**src/rtl/mem_pkg.sv**
```systemverilog
// Shared definitions for the load/store unit: op encodings, decode, lane helpers
// and the access FSM state type.
package mem_pkg;

  localparam logic [3:0] OP_LB  = 4'b0000;
  localparam logic [3:0] OP_LH  = 4'b0001;
  localparam logic [3:0] OP_LW  = 4'b0010;
  localparam logic [3:0] OP_LBU = 4'b0100;
  localparam logic [3:0] OP_LHU = 4'b0101;
  localparam logic [3:0] OP_SB  = 4'b1000;
  localparam logic [3:0] OP_SH  = 4'b1001;
  localparam logic [3:0] OP_SW  = 4'b1010;

  typedef enum logic [1:0] {SIZE_B = 2'd0, SIZE_H = 2'd1, SIZE_W = 2'd2} size_e;

  typedef enum logic [1:0] {IDLE, ISSUE, WAIT, RESP} state_e;

  typedef struct packed {
    logic  legal;
    logic  is_store;
    logic  is_unsigned;
    size_e size;
  } op_info_t;

  function automatic op_info_t decode_op(input logic [3:0] op);
    op_info_t info;
    info.is_store    = op[3];
    info.is_unsigned = op[2];
    case (op[1:0])
      2'b00:   info.size = SIZE_B;
      2'b01:   info.size = SIZE_H;
      default: info.size = SIZE_W;
    endcase
    case (op)
      OP_LB, OP_LH, OP_LW, OP_LBU, OP_LHU, OP_SB, OP_SH, OP_SW: info.legal = 1'b1;
      default: info.legal = 1'b0;
    endcase
    return info;
  endfunction

  function automatic logic [3:0] byte_en(input size_e size, input logic [1:0] lane);
    case (size)
      SIZE_B:  return 4'b0001 << lane;
      SIZE_H:  return lane[1] ? 4'b1100 : 4'b0011;
      default: return 4'b1111;
    endcase
  endfunction

  function automatic logic misaligned(input size_e size, input logic [1:0] lane);
    case (size)
      SIZE_B:  return 1'b0;
      SIZE_H:  return lane[0];
      default: return lane != 2'b00;
    endcase
  endfunction

  // Replicate the store operand across every lane so the byte enables alone pick the target.
  function automatic logic [31:0] store_data(input size_e size, input logic [31:0] wdata);
    case (size)
      SIZE_B:  return {4{wdata[7:0]}};
      SIZE_H:  return {2{wdata[15:0]}};
      default: return wdata;
    endcase
  endfunction

endpackage

```
**src/rtl/mem_load_align.sv**
```systemverilog
// Extracts the addressed byte/half from a read word and sign- or zero-extends it.
module mem_load_align
  import mem_pkg::*;
(
  input  logic [31:0] mem_rdata,
  input  logic [1:0]  addr_lo,
  input  size_e       size,
  input  logic        is_unsigned,
  output logic [31:0] result
);

  logic [7:0]  byte_sel;
  logic [15:0] half_sel;

  // NOTE: every output of an always_comb gets a default first so no path leaves it unassigned (no latch).
  always_comb begin
    byte_sel = mem_rdata[{addr_lo, 3'b000} +: 8];
    half_sel = addr_lo[1] ? mem_rdata[31:16] : mem_rdata[15:0];
    result   = mem_rdata;
    case (size)
      SIZE_B:  result = {{24{~is_unsigned & byte_sel[7]}}, byte_sel};
      SIZE_H:  result = {{16{~is_unsigned & half_sel[15]}}, half_sel};
      default: result = mem_rdata;
    endcase
  end

endmodule

```
**src/rtl/load_store_unit.sv**
```systemverilog
// MIPS byte/half/word load-store stage over a req/gnt/rvalid bus, with
// alignment checking, bus-timeout and pipeline stall.
module load_store_unit
  import mem_pkg::*;
#(
  parameter int ADDR_W  = 32,
  parameter int TIMEOUT = 255
) (
  input  logic              clk,
  input  logic              reset,
  input  logic              req_valid,
  output logic              req_ready,
  input  logic [3:0]        mem_op,
  input  logic [ADDR_W-1:0] addr,
  input  logic [31:0]       wdata,
  output logic              busy,
  output logic              rsp_valid,
  output logic [31:0]       rsp_rdata,
  output logic              rsp_error,
  output logic              mem_req,
  output logic              mem_we,
  output logic [ADDR_W-1:0] mem_addr,
  output logic [3:0]        mem_be,
  output logic [31:0]       mem_wdata,
  input  logic              mem_gnt,
  input  logic              mem_rvalid,
  input  logic [31:0]       mem_rdata,
  input  logic              mem_err
);

  localparam logic [7:0] TIMEOUT_CNT = 8'(TIMEOUT);

  state_e      state;
  op_info_t    dec;
  logic        reject;
  logic [1:0]  lane_q;
  size_e       size_q;
  logic        unsigned_q;
  logic        store_q;
  logic [7:0]  wait_cnt;
  logic [31:0] load_data;

  assign dec       = decode_op(mem_op);
  assign reject    = ~dec.legal | misaligned(dec.size, addr[1:0]);
  assign req_ready = (state == IDLE);
  assign busy      = ~req_ready;

  mem_load_align u_align (
    .mem_rdata   (mem_rdata),
    .addr_lo     (lane_q),
    .size        (size_q),
    .is_unsigned (unsigned_q),
    .result      (load_data)
  );

  // NOTE: state registers use non-blocking assignments so every flop samples pre-edge values.
  always_ff @(posedge clk) begin
    if (reset) begin
      state      <= IDLE;
      lane_q     <= 2'b00;
      size_q     <= SIZE_B;
      unsigned_q <= 1'b0;
      store_q    <= 1'b0;
      wait_cnt   <= 8'd0;
      mem_req    <= 1'b0;
      mem_we     <= 1'b0;
      mem_addr   <= '0;
      mem_be     <= 4'b0000;
      mem_wdata  <= 32'd0;
      rsp_valid  <= 1'b0;
      rsp_error  <= 1'b0;
      rsp_rdata  <= 32'd0;
    end else begin
      unique case (state)
        IDLE: if (req_valid) begin
          lane_q     <= addr[1:0];
          size_q     <= dec.size;
          unsigned_q <= dec.is_unsigned;
          store_q    <= dec.is_store;
          mem_addr   <= {addr[ADDR_W-1:2], 2'b00};
          mem_be     <= dec.legal ? byte_en(dec.size, addr[1:0]) : 4'b0000;
          mem_wdata  <= store_data(dec.size, wdata);
          mem_we     <= dec.legal & dec.is_store;
          if (reject) begin
            state     <= RESP;
            rsp_valid <= 1'b1;
            rsp_error <= 1'b1;
            rsp_rdata <= 32'd0;
          end else begin
            state   <= ISSUE;
            mem_req <= 1'b1;
          end
        end
        ISSUE: if (mem_gnt) begin
          mem_req <= 1'b0;
          if (mem_rvalid) begin
            state     <= RESP;
            rsp_valid <= 1'b1;
            rsp_error <= mem_err;
            rsp_rdata <= (mem_err | store_q) ? 32'd0 : load_data;
          end else begin
            state    <= WAIT;
            wait_cnt <= 8'd0;
          end
        end
        WAIT: begin
          if (mem_rvalid) begin
            state     <= RESP;
            rsp_valid <= 1'b1;
            rsp_error <= mem_err;
            rsp_rdata <= (mem_err | store_q) ? 32'd0 : load_data;
          end else if (wait_cnt + 8'd1 == TIMEOUT_CNT) begin
            // Hung access: give up and report an error rather than stall forever.
            state     <= RESP;
            rsp_valid <= 1'b1;
            rsp_error <= 1'b1;
            rsp_rdata <= 32'd0;
          end else begin
            wait_cnt <= wait_cnt + 8'd1;
          end
        end
        RESP: begin
          state     <= IDLE;
          rsp_valid <= 1'b0;
          rsp_error <= 1'b0;
          rsp_rdata <= 32'd0;
        end
        default: state <= IDLE;
      endcase
    end
  end

endmodule

```
**config.mk**
```make
export PLATFORM = sky130hd
export DESIGN_NAME = load_store_unit
export DESIGN_NICKNAME = d
export VERILOG_FILES = /design/src/rtl/mem_pkg.sv /design/src/rtl/mem_load_align.sv /design/src/rtl/load_store_unit.sv
export SDC_FILE = /design/constraint.sdc
export NUM_CORES = 1
export LEC_CHECK = 0
export CAP_MARGIN = 0
export CORE_MARGIN = 2
export CORE_UTILIZATION = 48
export CTS_CLUSTER_DIAMETER = 40
export DETAILED_ROUTE_END_ITERATION = 12
export GPL_ROUTABILITY_DRIVEN = 1
export PLACE_DENSITY = 0.93
export SLEW_MARGIN = 5
export SYNTH_ARGS = -nofsm -noshare
export SYNTH_HDL_FRONTEND = slang
export SYNTH_SLANG_ARGS = --single-unit
```
**constraint.sdc**
```tcl
create_clock -name clk -period 6.3 [get_ports clk]
set_input_delay 0.63 -clock clk [delete_from_list [all_inputs] [get_ports clk]]
set_output_delay 0.63 -clock clk [all_outputs]
set_load 0.01 [all_outputs]
```
# == Word level (Yosys, flattened, before mapping) ==
# Memories as Yosys holds them, arrays and structs flattened.
# Cells that the tools add are included.
# totals
wordCells,97
n_memories,1
out_inout_bits,106
mem_bits_ro,16
reg_bits,118
# classes
mux,43
bitwise,8
n_eq_ne,16
n_reduce_logical,12
shift,2
add_sub_neg,1
# memory_table
memory,depth,word_bits,read_ports,rd_clocked_by_memory_dff,write_ports,line,source
(no name shown),16,1,1,0,0,mem_pkg.sv:34,case (op)
# op_table
op,count
$mux W32,7
$pmux W32 S2,2
$pmux W32 S4,1
$mux W8,4
$shiftx A32 B6 Y8,1
$mux W16,1
$pmux W8 S2,1
$ne A2 B2 Y1 const B,7
$mux W1,13
$mux W2,5
$reduce_and A5 Y1,2
$add A8 B1 Y8 const B,1
$eq A2 B1 Y1 const B,4
$eq A8 B8 Y1 const B,1
$logic_not A2 Y1,4
$mux W4,2
$pmux W1 S4,2
$pmux W2 S4,1
$pmux W4 S2,1
$reduce_bool A2 Y1,3
$eq A2 B2 Y1 const B,2
$pmux W1 S2,2
$pmux W2 S2,1
$reduce_and A4 Y1,1
8 further kinds,13

# == Longest topological paths before layout ==
# Gate-level depths: netlist of run 1.
# logic_depth
depth_word,8
ltp_mapped,9
mapped_depth_nobuf,8

# == Modules after synthesis ==
# From an unflattened synthesis of run 1, not the netlist that was laid out.
# hier_totals
cells_unflattened,728
area_unflattened_um2,5708.0
# modules_own_cells
mod,cells_per_inst,n_inst,seq_area_each_um2,area_each_um2
load_store_unit,620,1,2362.3,5024.8
mem_load_align,108,1,0.0,683.2

# == Worst setup path before layout of run 1 ==
# No wires, ideal clock.
# synth_path
kind,reg2reg
start,reg state[0]
end,reg rsp_rdata[20]
path_buffers,2
slack_ns,4.090
arrival_ns,2.135
synth_period_minus_slack_ns,2.210
t_required_ns,6.226
path_stages_with_launch,9
path_cell_list,dfxtp_1 > inv_1 > ha_1 > clkbuf_1 > a2bb2oi_1 > nand3_1 > clkbuf_1 > or4_1 > o21ai_0
# synth_between
elab_chain_len,3
# synth_lines
item,line,source
from (decl),load_store_unit.sv:33,state_e state;
from (signal assigned),load_store_unit.sv:59,state <= IDLE;
from (signal assigned),load_store_unit.sv:85,state <= RESP;
from (signal assigned),load_store_unit.sv:90,state <= ISSUE;
$logic_not A2 Y1 *,-,
via req_ready,load_store_unit.sv:12,"output logic req_ready,"
$ne A2 B1 Y1 (no source line) / $ne A2 B2 Y1 (equally long branches),-,
$reduce_and A5 Y1 (no source line),-,
to (signal assigned),load_store_unit.sv:100,rsp_rdata <= (mem_err | store_q) ? 32'd0 : load_data;
to (signal assigned),load_store_unit.sv:111,rsp_rdata <= (mem_err | store_q) ? 32'd0 : load_data;
to (decl),load_store_unit.sv:18,"output logic [31:0] rsp_rdata,"
# The timed path passes the listed nets; every way through them passes the cells marked *.
# A chain may end at the register's enable or synchronous reset.

# == Worst setup path in the final report of run 1 ==
# layout_path
start,in mem_op[0]
end,reg rsp_rdata[27]
# layout_between
elab_chain_len,7
# layout_lines
item,line,source
from (decl),load_store_unit.sv:13,"input logic [3:0] mem_op,"
$eq A2 B1 Y1 / $logic_not A2 Y1 (equally long branches),mem_pkg.sv:29,case (op[1:0])
$pmux W2 S2,mem_pkg.sv:29,
$eq A2 B1 Y1 / $logic_not A2 Y1 (equally long branches),mem_pkg.sv:50,case (size)
$pmux W1 S2,mem_pkg.sv:50,
$or A1 B1 Y1 *,load_store_unit.sv:44,"assign reject = ~dec.legal | misaligned(dec.size, addr[1:0]);"
$ne A2 B1 Y1 (no source line) *,-,
$reduce_and A5 Y1 (no source line) *,-,
# Every way passes the cells marked *; elsewhere a longest branch is shown, timed or not.

==> results of run 1 <==
[power breakdown]
group,switching (uW),internal [uW]
combinational,478,408
sequential,84.4,863
clock,320,599
total,882,1870
[cell families after synthesis]
family                   count (synthesis)  share of synthesized area (%)
XOR/XNOR                                 1                         0.1567
flip-flops                             118                          42.26
adder cells (fa/ha/maj)                  6                          1.343
AO/OA/AOI/OAI                          184                          20.50
AND/OR/NAND/NOR                        301                          22.94
other                                    1                        0.06708
buffers and inverters                   72                          5.282
multiplexers                            40                          7.453
[worst paths after layout]
kind | from | end | slack, ns | cells past startpoint
worst max-delay path | mem_op[0] | rsp_rdata[27] | 2.66 | 7
worst min-delay path | mem_addr[15] | mem_addr[15] | 0.45 | 2
worst max register to register | state[1] | rsp_rdata[27] | 3.05 | 7
worst min register to register | mem_addr[15] | mem_addr[15] | 0.45 | 2
[metrics by stage]
| stage | utilization, % | hold WS [ns] | total power, uW |
|---|---|---|---|
| after floorplan | - | 0.4365 | 1448 |
| after global placement | 67.34 | 0.4411 | 1815 |
| after detailed placement | 67.34 | 0.4459 | 1836 |
| after CTS | 72.20 | 0.4524 | 2760 |
| after global routing | 72.20 | 0.4687 | 2890 |
| final | 72.20 | 0.4517 | 2751 |
[cells in the mapped netlist (all sizes together)]
library cell  instances
nand2               184
dfxtp               118
a21oi                73
nor2                 70
o21ai                47
clkbuf               44
mux2i                36
or4                  15
buf                  14
inv                  14
a211oi                9
o211ai                9
a311oi                8
o221ai                8
a32oi                 7
nand3                 7
ha                    6
nor3b                 6
nor3                  5
a31oi                 4
nand2b                4
a2111oi               3
a21boi                3
a22oi                 3
mux2                  3
nor2b                 2
nor4                  2
o31ai                 2
or2                   2
or3                   2
a211o                 1
a21o                  1
a221oi                1
a22o                  1
a2bb2oi               1
and3b                 1
conb                  1
mux4                  1
nand3b                1
o21a                  1
o221a                 1
o22ai                 1
xor2                  1
[cell type report]
class	count	share of cell area (%)
flip-flops and latches	118	28.78
inverters	14	0.6401
clock buffers	27	5.883
multi-input cells	534	35.97
clock inverters	4	0.8535
well taps	143	2.180
repair buffers	212	25.70
[sequential cells by signal, indices dropped and copies added (netlist names)]
| register | count |
|---|---|
| store_q | 1 |
| size_q | 2 |
| mem_req | 1 |
| mem_we | 1 |
| rsp_error | 1 |
| wait_cnt | 8 |
| mem_wdata | 32 |
| lane_q | 2 |
| rsp_valid | 1 |
| rsp_rdata | 32 |
| mem_be | 4 |
| state | 2 |
| unsigned_q | 1 |
| mem_addr | 30 |
[metal layers]
metal	GRT usage (%)	vias to the layer above	wire [microns]
met2	45.33	251	8282
met5	0	-	0
li1	-	2853	-
met4	11.36	0	394
met3	10.13	38	1509
met1	31.57	2714	6898
[critical path, cell delays in order]
cell and delay, ns:
sky130_fd_sc_hd__clkdlybuf4s50_1 1.09, sky130_fd_sc_hd__nor2_1 0.13, sky130_fd_sc_hd__a22o_1 0.27, sky130_fd_sc_hd__nand2_1 0.10
sky130_fd_sc_hd__nand3_1 0.42, sky130_fd_sc_hd__nor2_4 0.88, sky130_fd_sc_hd__mux2_2 0.41
==> impl.org, run 1 <==
** Global routing
- Number of antenna violations at the first check in global routing :: 0
- The number of global-route vias before repair is around 5400.
- Summed over all layers, the global routing overflow is 0.
- Global routing used 27.22% of the available tracks across all layers.
- Entering global routing, the biggest net connects between 80 and 90 pins.
- Wire length of the first global-routing pass :: ~27000 microns

** Critical path
- The worst setup path is launched from an input pin.
- Highest net fanout along the worst path :: 34
- STA classifies the critical path endpoint as a flip-flop.
- Path type of the worst setup path :: input pin to flip-flop
- STA puts the critical path data arrival time at 3.94 ns.
- At the worst endpoint, the required time is 6.60 ns.

** Route
- The first detailed-routing pass took 6 iterations.
- The routed layout has roughly 5900 vias.
- In the routed design, unresolved DRC markers number 0.
- Routed via count divided by cell count :: 5.567
- Detailed-route wire length :: about 17000 microns
- Antenna-violating nets left :: 0
- DRC violation total after the first TritonRoute iteration :: about 420
- Dividing the detail-routed wire length by the instance count gives 16.24 microns.

** Clock network
- Quantity of gates resized following cts :: 0
- Once the clock tree was built, the setup fixing pass inserted 0 buffers.
- Clock edge transition at the registers on the reported setup and hold paths :: 0.05 ns
- Total clock buffers created by CTS :: 17
- The clock tree synthesis step divided the H-tree into 4 levels.
- Counting along the longest clock path gives a buffer depth of 2.
- Clock tree synthesis found a total of 118 sinks.
- Cts-stage hold buffer count :: 0
- The cell sitting at the root of the clock tree is a sky130_fd_sc_hd__clkbuf_16.
- TritonCTS built the clock tree.
- At the later pin of the worst-skew pair, clock insertion delay measures between 0.4 and 0.5 ns.

** Placement
- Post-placement cell area :: about 7700 sq um
- Hpwl dp :: ~12000 microns
- At the end of routability-driven placement, the weighted congestion stood at 0.8530.
- Timing analysis after detailed placement gives a worst setup slack of approximately 2.3 ns.
- Total placed cells including tap cells :: between 1000 and 1500
- Quantity of I/O buffers inserted on ports :: approximately 210

** Synth
- Area of the mapped netlist :: between 5000 and 6000 sq um
- Counting flops and latches in the post-synthesis netlist gives between 100 and 150.
- Library cell with the largest summed area after synthesis :: sky130_fd_sc_hd__dfxtp_1
- Number of distinct library cell variants in the gate-level netlist after synthesis :: 51
- Summing the sequential cell areas from Yosys gives 42.26% of the chip area.
- During synthesis, Yosys emitted a total of 0 warnings.
- Synthesized instance count :: 723
- Largest cells by area after synthesis :: sky130_fd_sc_hd__dfxtp_1 (42%), sky130_fd_sc_hd__nand2_1 (12%), sky130_fd_sc_hd__a21oi_1 (6.5%)
- Summed over its instances, the top area cell type makes up between 40% and 50% of the synthesized netlist area.
- After synthesis, the mean cell area works out to 7.732 sq um.

** Power and ir drop
- Leakage power of the design :: 0.002974 uW
- Power density over the cells :: 335.1 nW/um^2
- Peak ir drop on the vdd network :: 0.0002064 V

** Floorplan
- Row cnt :: 39
- The initial utilization of the core area, before any placement, comes to 49.17%.
- In this run the vertical extent of the chip is 111.9 microns.
- Total I/O pin count :: 212
- Die Area :: 12530 sq um
- The core region is 11370 sq um.
- Die W :: 111.9 microns

** STA
- Number of max-slew violations in the final report :: 0
- For the final routed database, the setup TNS stands at 0 ns.
- The number of failing hold endpoints at the final stage came to 0.
- For the pin with the worst max-slew slack, the measured transition is 1.137 ns.
- Final Setup Violations :: 0
- Derived from the worst setup path, the maximum achievable clock frequency is 0.2750 GHz.
- Fin crit period :: approximately 3.6 ns
- Final clock period utilization by the worst path :: 57.72%
- Setup slack closes at 2.663 ns.
- The worst pin sits at a relative slew slack of 23.90%.
- Setup repair after global routing left no endpoint under its margin.
- Clock Skews :: 0.008270 ns

** Finish
- At the end of the flow, the number of nets in the layout was 1009.
- Fill cells in the final layout number 835.
- Post-route cell area :: 8209 sq um
- The top cell types in the final layout, fill and taps aside, are sky130_fd_sc_hd__clkdlybuf4s50_1 (208), sky130_fd_sc_hd__nand2_1 (182), sky130_fd_sc_hd__dfxtp_1 (118).
- Area of combinational cells with multiple inputs :: roughly 3000 sq um
- Finished Layout Cells :: ~1100
- Most common cell after layout, fill and taps aside :: sky130_fd_sc_hd__clkdlybuf4s50_1
- The post-route netlist has 4.730% of its cells at a drive strength greater than 1.
- Area grow syn2layout :: 46.84%
- Number of antenna diodes :: 0
- FF/Latch Area :: 2362 sq um

** Job
- Max-cap check violation count :: 0

** Worst hold path
- Type of the most critical hold path :: flip-flop to flip-flop

** Status
- The flow ran to the end, and the final reports show no timing, DRC or antenna violations.
Power figures use the tool's default switching activity.
==> inputs of run 2 (changes only) <==
- CORE_UTILIZATION: 48 -> 40
- PLACE_DENSITY: 0.93 -> 0.84
- clock period: 6.3 -> 3.3 ns (I/O delays scaled with it)
==> run 2 against run 1 <==
Combinational power up 95%. Critical path depth unchanged. Sequential share of layout area down 0.42 points.
==> impl.org, run 2 (same netlist as run 1, synthesis figures left out) <==
** Route
- Antenna-violating nets left :: 0
- DRC violation total after the first TritonRoute iteration :: 343
- Wire length per cell after detailed routing :: about 15 microns
- The first detailed-routing pass ran for 5 iterations.
- For this run, design rule violations remaining after detail routing come to 0.
- The routed layout has ~5700 vias.
- Detailed-route wire length :: 16570 microns
- Routed via count divided by cell count :: between 5 and 6

** Clock network
- Number of buffers inserted to repair setup after CTS :: 0
- The clock tree synthesis step divided the H-tree into 4 levels.
- Cts-stage hold buffer count :: 0
- Clock edge transition at the registers on the reported setup and hold paths :: about 0.05 ns
- Quantity of gates resized following cts :: 0
- Total clock buffers created by CTS :: 17
- CTS tree :: yes
- Clk Tree Root Cell :: sky130_fd_sc_hd__clkbuf_16
- CTS Sinks :: 118
- Maximum count of clock buffers along a single path :: 2
- Clock latency at the later pin of the worst-skew pair :: 0.41 ns

** Floorplan
- Die W :: 122.2 microns
- In this run the vertical extent of the chip is 122.2 microns.
- For this configuration, the core starts out at a cell density of about two fifths.
- Area of the placeable core :: 13770 sq um
- The die covers 14940 sq um.
- Row cnt :: 43
- Total I/O pin count :: 212

** Status
- The flow ran to the end, and the final reports show no timing, DRC or antenna violations.

** Finish
- Summing all multi-input logic gate instances after layout gives 2953 sq um.
- The number of antenna diodes in the final layout is 0.
- Commonest non-fill, non-tap cells in the layout :: sky130_fd_sc_hd__clkdlybuf4s50_1 (208), sky130_fd_sc_hd__nand2_1 (182), sky130_fd_sc_hd__dfxtp_1 (118)
- The library cell used most frequently in the layout, excluding fill and tap cells, is sky130_fd_sc_hd__clkdlybuf4s50_1.
- Post-route cell area :: about 8300 sq um
- Of the cells placed in the final design, the portion with a size suffix greater than 1 is 5.792%.
- Largest registers in the final layout :: mem_wdata (32), rsp_rdata (32), mem_addr (30)
- Area grow syn2layout :: 49.02%
- In the final layout, flip-flops and latches occupy approximately 2400 sq um.
- Total number of nets in the final design :: 1016
- After filler insertion, the fill cell instance count of the layout stands at 1246.

** Power and ir drop
- Net switching is between 30% and 40% of the power.
- Total chip power :: roughly 5300 uW
- Leakage power of the design :: 0.003022 uW
- Part of the total power dissipated in combinational logic :: 32.8%
- Across the VDD grid, the largest voltage drop is ~0.00034 V.
- In this run, flip-flops and latches consume roughly 34% of the power.
- Net switching power of the design :: 1685 uW
- Internal Power :: 3597 uW
- In this run, the clock network consumes between 30% and 40% of the power.
- Power spread over the standard cell area amounts to 634.1 nW/um^2.

** Placement
- Quantity of I/O buffers inserted on ports :: 209
- The HPWL after detailed placement is 11720 microns.
- The congestion estimate from routability-driven global placement came to about 0.83.
- Summing all placed instances gives a cell area of 7767 sq um.

** Critical path
- The critical path is of the flip-flop to flip-flop type.
- STA classifies the critical path endpoint as a flip-flop.
- Critical Path Max Stage Delay :: 0.52 ns
- Worst path top cell family by delay :: simple AND/OR/NAND/NOR gates
- WP buf/inv :: 2
- For the worst setup path, the data required time is 3.64 ns.
- STA classifies the critical path startpoint as a flip-flop.
- The slowest stage of the critical path is the sky130_fd_sc_hd__nand3_1 cell.
- Critical path data arrival time :: between 2 and 3 ns
- Of all nets on the critical path, the largest fanout is 16.
- List of cells traversed by the critical path :: inv_1 -> ha_1 -> a2bb2oi_1 -> nand3_1 -> nor2_4 -> buf_4 -> mux2i_1

** Global routing
- Number of antenna violations at the first check in global routing :: 0
- Residual overflow from global routing :: 0
- The first global-routing pass estimated approximately 26000 microns of wire.
- Most utilized layer in the global route result :: met2
- For this run, global-route usage on met2 was measured as 35.35%.
- Routing usage on met1 :: 26.27%
- Entering global routing, the biggest net connects 87 pins.
- For this run, the total global-route usage over all layers was measured as 22.03%.
- For met3 alone, demand over resource in global routing was 8.968%.
- Via count of the first global-routing pass :: 5201

** STA
- Fin crit period :: 2.627 ns
- The number of failing hold endpoints at the final stage came to 0.
- Slew @ Worst Pin :: ~1.0 ns
- Of the available clock period, the critical path in the final layout requires between 70 and 80%.
- Number of max-slew violations in the final report :: 0
- Final Setup Violations :: 0
- The clock arrives with 0.004633 ns of skew.
- Highest clock rate :: 0.3807 GHz
- Worst relative slew slack :: 32.54%
- Setup repair after global routing left no endpoint under its margin.
- Total negative slack :: 0 ns

** Worst hold path
- The min-delay analysis places its worst path in the category flip-flop to flip-flop.

** Job
- The tool flagged a number of max-cap violations equal to 0.
-- run 2: cell types whose count changed in the layout (fill, tap and decap cells not counted) --
cell / before / now
sky130_fd_sc_hd__buf_12: 0 / 1
sky130_fd_sc_hd__clkbuf_8: 2 / 6
sky130_fd_sc_hd__clkbuf_1: 8 / 4
sky130_fd_sc_hd__o21ai_0: 46 / 47
sky130_fd_sc_hd__o21ai_1: 1 / 0
sky130_fd_sc_hd__buf_4: 3 / 9
sky130_fd_sc_hd__bufinv_16: 2 / 1
-- run 2: final cells by class --
cell class,instances,share of cell area [%]
Clock buffer,27,6.278
Tap cell,180,2.704
Sequential cell,118,28.36
Inverter,14,0.6308
Multi-Input combinational cell,534,35.45
Clock inverter,3,0.4806
Timing Repair Buffer,219,26.10
-- run 2: worst paths after layout --
check / startpoint / to / slack [ns] / depth (start not counted)
setup reg to reg: state[0] / rsp_rdata[4] / 0.67 / 7
hold / removal: mem_addr[24] / mem_addr[24] / 0.45 / 2
hold reg to reg: mem_addr[24] / mem_addr[24] / 0.45 / 2
setup / recovery: state[0] / rsp_rdata[4] / 0.67 / 7
-- run 2: routing by layer --
layer | wire (microns) | share of wire, %
met1 | 6692 | 40
met4 | 330 | 2.0
met2 | 7900 | 48
met3 | 1649 | 10
met5 | 0 | 0
-- run 2: power groups by stage --
stage / clock [uW] / combinational, uW / sequential (uW)
after floorplan: 0 / 889 / 1880
after global placement: 0 / 1710 / 1810
after detailed placement: 0 / 1730 / 1820
after CTS: 1800 / 1730 / 1790
after global routing: 1870 / 1890 / 1820
final: 1760 / 1730 / 1790
-- run 2: tightest hold or removal path, delay by kind of cell (launching register included) --
kind / cells / cell delay [ns]
and+or+nand+nor: 1 / 0.05
AOI/OAI and AO/OA: 1 / 0.05
DFF: 1 / 0.30
-- run 2: stage by stage --
step	cells	hold WS, ns	setup WS [ns]	utilization [%]
final	1095	0.4505	0.6729	60.48
after detailed placement	1065	0.4457	0.6207	56.40
after global routing	1095	0.4504	0.4374	60.48
after floorplan	724	0.4365	1.090	-
after global placement	1065	0.4410	0.7289	56.40
after CTS	1095	0.4367	0.7235	60.48
